==> src/rtl/serial_adder_pkg.sv <==
// Shared types for the bit-serial adder: FSM state encoding and default operand width.
package serial_adder_pkg;

  localparam int DATA_WIDTH = 32;

  typedef enum logic [1:0] {
    IDLE = 2'b00,
    RUN  = 2'b01,
    DONE = 2'b10
  } state_t;

endpackage

==> src/rtl/serial_adder_if.sv <==
// Request/result bundle for serial_adder; master issues operands, slave returns the result.
interface serial_adder_if
  import serial_adder_pkg::*;
#(
  parameter int WIDTH = DATA_WIDTH
);

  logic             start;
  logic [WIDTH-1:0] a;
  logic [WIDTH-1:0] b;
  logic             cin;
  logic             sub;
  logic             busy;
  logic             done;
  logic [WIDTH-1:0] sum;
  logic             cout;
  logic             overflow;

  modport master (
    output start, a, b, cin, sub,
    input  busy, done, sum, cout, overflow
  );

  modport slave (
    input  start, a, b, cin, sub,
    output busy, done, sum, cout, overflow
  );

endinterface

==> src/rtl/FullAddrr.sv <==
// Combinational 1-bit full-adder cell, zero latency, no flow control.
module FullAddrr (
  input  logic A,
  input  logic B,
  input  logic Cin,
  output logic sum,
  output logic Cout
);

  assign sum  = A ^ B ^ Cin;
  assign Cout = (A & B) | (A & Cin) | (B & Cin);

endmodule

==> src/rtl/serial_adder.sv <==
// Bit-serial WIDTH-bit add/subtract, one bit per clock LSB first; WIDTH cycles from accept to done.
// start is only honoured in IDLE or DONE; requests during RUN are dropped, never queued.
module serial_adder
  import serial_adder_pkg::*;
#(
  parameter int WIDTH = DATA_WIDTH
) (
  input  logic          clk,
  input  logic          rst_n,
  serial_adder_if.slave bus
);

  localparam int               CNT_W = $clog2(WIDTH);
  localparam logic [CNT_W-1:0] LAST  = CNT_W'(WIDTH - 1);

  state_t           state_q, state_d;
  logic [WIDTH-1:0] opa_q, opa_d;
  logic [WIDTH-1:0] opb_q, opb_d;
  logic [WIDTH-2:0] part_q, part_d;
  logic [WIDTH-1:0] sum_q, sum_d;
  logic [CNT_W-1:0] cnt_q, cnt_d;
  logic             carry_q, carry_d;
  logic             cout_q, cout_d;
  logic             ovf_q, ovf_d;

  logic             fa_s;
  logic             fa_c;
  logic             load;
  logic [WIDTH-1:0] part_shift;

  FullAddrr u_fa (
    .A   (opa_q[0]),
    .B   (opb_q[0]),
    .Cin (carry_q),
    .sum (fa_s),
    .Cout(fa_c)
  );

  // New sum bit enters at the MSB; after WIDTH steps bit 0 has walked down to position 0.
  assign part_shift = {fa_s, part_q};

  always_comb begin
    state_d = state_q;
    opa_d   = opa_q;
    opb_d   = opb_q;
    part_d  = part_q;
    sum_d   = sum_q;
    cnt_d   = cnt_q;
    carry_d = carry_q;
    cout_d  = cout_q;
    ovf_d   = ovf_q;
    load    = 1'b0;

    unique case (state_q)
      IDLE: load = bus.start;
      RUN: begin
        opa_d   = opa_q >> 1;
        opb_d   = opb_q >> 1;
        carry_d = fa_c;
        part_d  = part_shift[WIDTH-1:1];
        if (cnt_q == LAST) begin
          sum_d   = part_shift;
          cout_d  = fa_c;
          ovf_d   = carry_q ^ fa_c;
          state_d = DONE;
        end else begin
          cnt_d = cnt_q + CNT_W'(1);
        end
      end
      DONE: begin
        load    = bus.start;
        state_d = IDLE;
      end
      default: state_d = IDLE;
    endcase

    // Subtraction is a + ~b + 1, so the inverted operand and forced carry are set up at load.
    if (load) begin
      opa_d   = bus.a;
      opb_d   = bus.sub ? ~bus.b : bus.b;
      carry_d = bus.sub ? 1'b1 : bus.cin;
      cnt_d   = '0;
      state_d = RUN;
    end
  end

  always_ff @(posedge clk) begin
    if (!rst_n) begin
      state_q <= IDLE;
      opa_q   <= '0;
      opb_q   <= '0;
      part_q  <= '0;
      sum_q   <= '0;
      cnt_q   <= '0;
      carry_q <= 1'b0;
      cout_q  <= 1'b0;
      ovf_q   <= 1'b0;
    end else begin
      state_q <= state_d;
      opa_q   <= opa_d;
      opb_q   <= opb_d;
      part_q  <= part_d;
      sum_q   <= sum_d;
      cnt_q   <= cnt_d;
      carry_q <= carry_d;
      cout_q  <= cout_d;
      ovf_q   <= ovf_d;
    end
  end

  assign bus.busy     = (state_q == RUN);
  assign bus.done     = (state_q == DONE);
  assign bus.sum      = sum_q;
  assign bus.cout     = cout_q;
  assign bus.overflow = ovf_q;

endmodule
==> src/flat_wrapper.sv <==
// flat-port wrapper written by rule: the top's interface ports become plain ports
module serial_adder_flat import serial_adder_pkg::*;
#(
  parameter int WIDTH = DATA_WIDTH
)
  (clk, rst_n, bus_start, bus_a, bus_b, bus_cin, bus_sub, bus_busy, bus_done, bus_sum, bus_cout, bus_overflow);
  serial_adder_if #(.WIDTH(WIDTH)) bus_i ();
  input  logic clk;
  input  logic rst_n;
  input wire logic [$bits(bus_i.start)-1:0] bus_start;
  input wire logic [$bits(bus_i.a)-1:0] bus_a;
  input wire logic [$bits(bus_i.b)-1:0] bus_b;
  input wire logic [$bits(bus_i.cin)-1:0] bus_cin;
  input wire logic [$bits(bus_i.sub)-1:0] bus_sub;
  output wire logic [$bits(bus_i.busy)-1:0] bus_busy;
  output wire logic [$bits(bus_i.done)-1:0] bus_done;
  output wire logic [$bits(bus_i.sum)-1:0] bus_sum;
  output wire logic [$bits(bus_i.cout)-1:0] bus_cout;
  output wire logic [$bits(bus_i.overflow)-1:0] bus_overflow;
  assign bus_i.start = bus_start;
  assign bus_i.a = bus_a;
  assign bus_i.b = bus_b;
  assign bus_i.cin = bus_cin;
  assign bus_i.sub = bus_sub;
  assign bus_busy = bus_i.busy;
  assign bus_done = bus_i.done;
  assign bus_sum = bus_i.sum;
  assign bus_cout = bus_i.cout;
  assign bus_overflow = bus_i.overflow;
  serial_adder #(.WIDTH(WIDTH)) u_core (.clk(clk), .rst_n(rst_n), .bus(bus_i));
endmodule
==> config.mk <==
export PLATFORM = sky130hd
export DESIGN_NAME = serial_adder_flat
export DESIGN_NICKNAME = d
export VERILOG_FILES = /design/src/rtl/serial_adder_pkg.sv /design/src/rtl/serial_adder_if.sv /design/src/rtl/FullAddrr.sv /design/src/rtl/serial_adder.sv /design/src/flat_wrapper.sv
export SDC_FILE = /design/constraint.sdc
export NUM_CORES = 1
export LEC_CHECK = 0
export CAP_MARGIN = 10
export CORE_AREA = 4 4 105 107
export DETAILED_ROUTE_END_ITERATION = 10
export DIE_AREA = 0 0 109 111
export PLACE_DENSITY_LB_ADDON = 0.25
export SYNTH_ARGS = -nofsm -noshare
export SYNTH_HDL_FRONTEND = slang
export SYNTH_SLANG_ARGS = --single-unit
==> constraint.sdc <==
create_clock -name clk -period 3.6 [get_ports clk]
set_input_delay 0.36 -clock clk [delete_from_list [all_inputs] [get_ports clk]]
set_output_delay 0.36 -clock clk [all_outputs]
set_load 0.02 [all_outputs]
==> results.cfg <==
[sta]
setup_violations = 0
layout_min_cycle_time_ns = 2.77
finClkSkew_ns = 0.00727
fin_crit_sh_pct = 76.9
max_freq_mhz = 361
tightestPinTransition_ns = 1.07
rsz0062_at_grt = no
tns_ns = 0
worst_slack_ns = 0.833
relSlewSlack_pct = 28.9
hold_viol = 0
drv_slew = 0

[clocking]
cts-hold-fix-buffers = 0
cts_root_buf = clkbuf_8
clockBufferDepth = 2
cts_resized = 0
cts_setup_buffers = 0
cts_sinks = 137
cts_max_level = 4
clk_pin_slew_ns = 0.06
cts_tree = built
clk_latency_ns = 0.51
cts_made_buffers = 17

[worst_setup_path]
worstSetupPathType = reg2out
crit_arrival_ns = 2.41
cp_num_buf_inv = 2
worstSetupEndpointType = output port
crit_path_start_kind = register
cpPeakStageDelay_ns = 0.73
timing.critical_path.fanout_max = 40
crit_family = buffers and inverters
cp.depth = 3
r2r_slack_ns = 1.34
cp_cell_sequence = nand2b_4 > inv_2 > clkdlybuf4s50_1
r2r.worst_path.cells = 5
crit_required_ns = 3.24
slowest_stage = clkdlybuf4s50_1

[floorplan]
start_util_pct = 53.5
die_w_um = 109
die_h_um = 111
num_io_pins = 105
coreArea_um2 = 10100
num_rows = 37
die_area_um2 = 12100

[detailed_routing]
first_pass_iters = 5
num_vias = 4903
final_antenna_net_count = 0
drt_iter0_markers = 272
wl_per_cell_um = 13.7
wl_um = 12200
vias_per_cell = 5.50
drc = 0

[placement]
hpwlAfterDp_um = 7630
io_buffers = 104
place_congestion = 0.802
dp_cells = 860
dpl_worst_slack_ns = 1.25

[power]
cellLeakagePower_nw = 2.42
cellPowerDensity_nw_per_um2 = 517
vdd_drop_max_mv = 0.269

[cells_and_area]
instances_no_fill = 892
fillers = 804
areaGrowthSynthToFinish_pct = 29.2
diodes = 0
nNetsFinal = 815
layout_common_cells = nand2_1, dfxtp_1, clkdlybuf4s50_1
final_common_cell = nand2_1
drive_gt1_share_pct = 6.08

[yosys]
syn-cell-area_um2 = 5430
yosys.area.top_type = dfxtp_1
syn_inst = 671
synth_edf_count = 0
yosys-top-cells-area = dfxtp_1, nand2_1, a21oi_1
synth_top_area_share_pct = 50.5
synth-seq-cells = 137
ys_seq_area_share_pct = 50.5
yosysWarnings = 0
yosys_most_used_dff = dfxtp_1
syn_nets = 743
syn_avg_cell_area_um2 = 8.09
synth-async-reset-ratio_pct = 0
ys_types = 29

[outcome]
status = complete, no violations

[global_routing]
track_usage_pct = 19.9
antenna_found_initial = 0
grt_pass1_vias = 4490
overflow = 0
grt_first_pass_wirelength_um = 19900
grt_max_degree = 101

[hold_path]
hold_class = in2reg
min_delay_path_depth = 3

[job]
drv_cap = 0
-- worst paths after layout --
kind                                   startpoint                 to
worst max-delay path            u_core.state_q[0]           bus_busy
worst min-delay path                    bus_a[31]   u_core.opa_q[31]
worst max register to register  u_core.state_q[0]   u_core.opb_q[26]
worst min register to register  u_core.bus.sum[9]  u_core.bus.sum[9]
-- report_power, final --
| part | leakage (nW) | internal [mW] | switching (mW) |
|---|---|---|---|
| logic | 1.04 | 0.173 | 0.207 |
| registers | 1.12 | 1.59 | 0.0454 |
| clock network | 0.260 | 0.930 | 0.680 |
| total | 2.42 | 2.70 | 0.932 |
-- Yosys cell counts (2+ instances only) --
master,number
xnor2_1,3
ha_1,2
o22ai_1,34
a31oi_1,20
a22oi_1,9
xor2_1,32
nand3_1,13
nand2_1,172
nor2b_1,2
nor3_1,68
nor2_1,6
dfxtp_1,137
buf_1,3
a21oi_1,78
buf_2,21
inv_1,2
o21ai_0,22
buf_4,2
nand2b_1,2
clkbuf_1,34
-- area by class of cell --
| cell class | instances | area, um^2 | share of cell area [%] |
|---|---|---|---|
| repair buffers | 113 | 1100 | 15.7 |
| multi-input cells | 472 | 2440 | 34.7 |
| inverters | 2 | 8.76 | 0.125 |
| clock buffers | 18 | 418 | 5.96 |
| clock inverters | 14 | 135 | 1.93 |
| well taps | 136 | 170 | 2.43 |
| flip-flops and latches | 137 | 2740 | 39.1 |
-- tightest hold or removal path, stage by stage --
cell and delay [ns]:
clkdlybuf4s50_1 0.42, nand2_1 0.07, a21oi_1 0.06
-- state kept, by name, summed over array words and instances, names as in the netlist --
name                 cells
u_core.bus.overflow      1
u_core.bus.cout          1
u_core.opb_q            32
u_core.bus.sum          32
u_core.state_q           2
u_core.opa_q            32
u_core.part_q           31
u_core.cnt_q             5
u_core.carry_q           1
-- layer usage --
metal	global-route usage, %	share of wire [%]	up-vias
met5	0	0	-
met4	5.39	0.47	0
met3	4.78	5.5	6
met2	34.1	50	142
met1	24.7	44	2294
li1	-	-	2461
-- kinds of logic after synthesis --
kind of cell             count (synthesis)  share of synthesized area, %
XOR/XNOR                                35                          5.65
flip-flops                             137                          50.5
buffers and inverters                   62                          4.91
AO/OA/AOI/OAI                          165                          17.0
AND/OR/NAND/NOR                        269                          21.1
adder cells (fa/ha/maj)                  3                         0.830
-- through the flow --
| stage | cell area, um^2 | utilization, % | hold WS [ns] | total power [mW] |
|---|---|---|---|---|
| finish | 7010 | 69.2 | 0.443 | 3.63 |
| global placement | 6460 | 63.7 | 0.444 | 2.03 |
| global route | 7010 | 69.2 | 0.441 | 3.77 |
| CTS | 7010 | 69.2 | 0.434 | 3.65 |
| detailed placement | 6460 | 63.7 | 0.446 | 2.05 |
| floorplan | 5430 | - | 0.432 | 1.91 |
No activity file was read; power rests on OpenSTA's default activity.
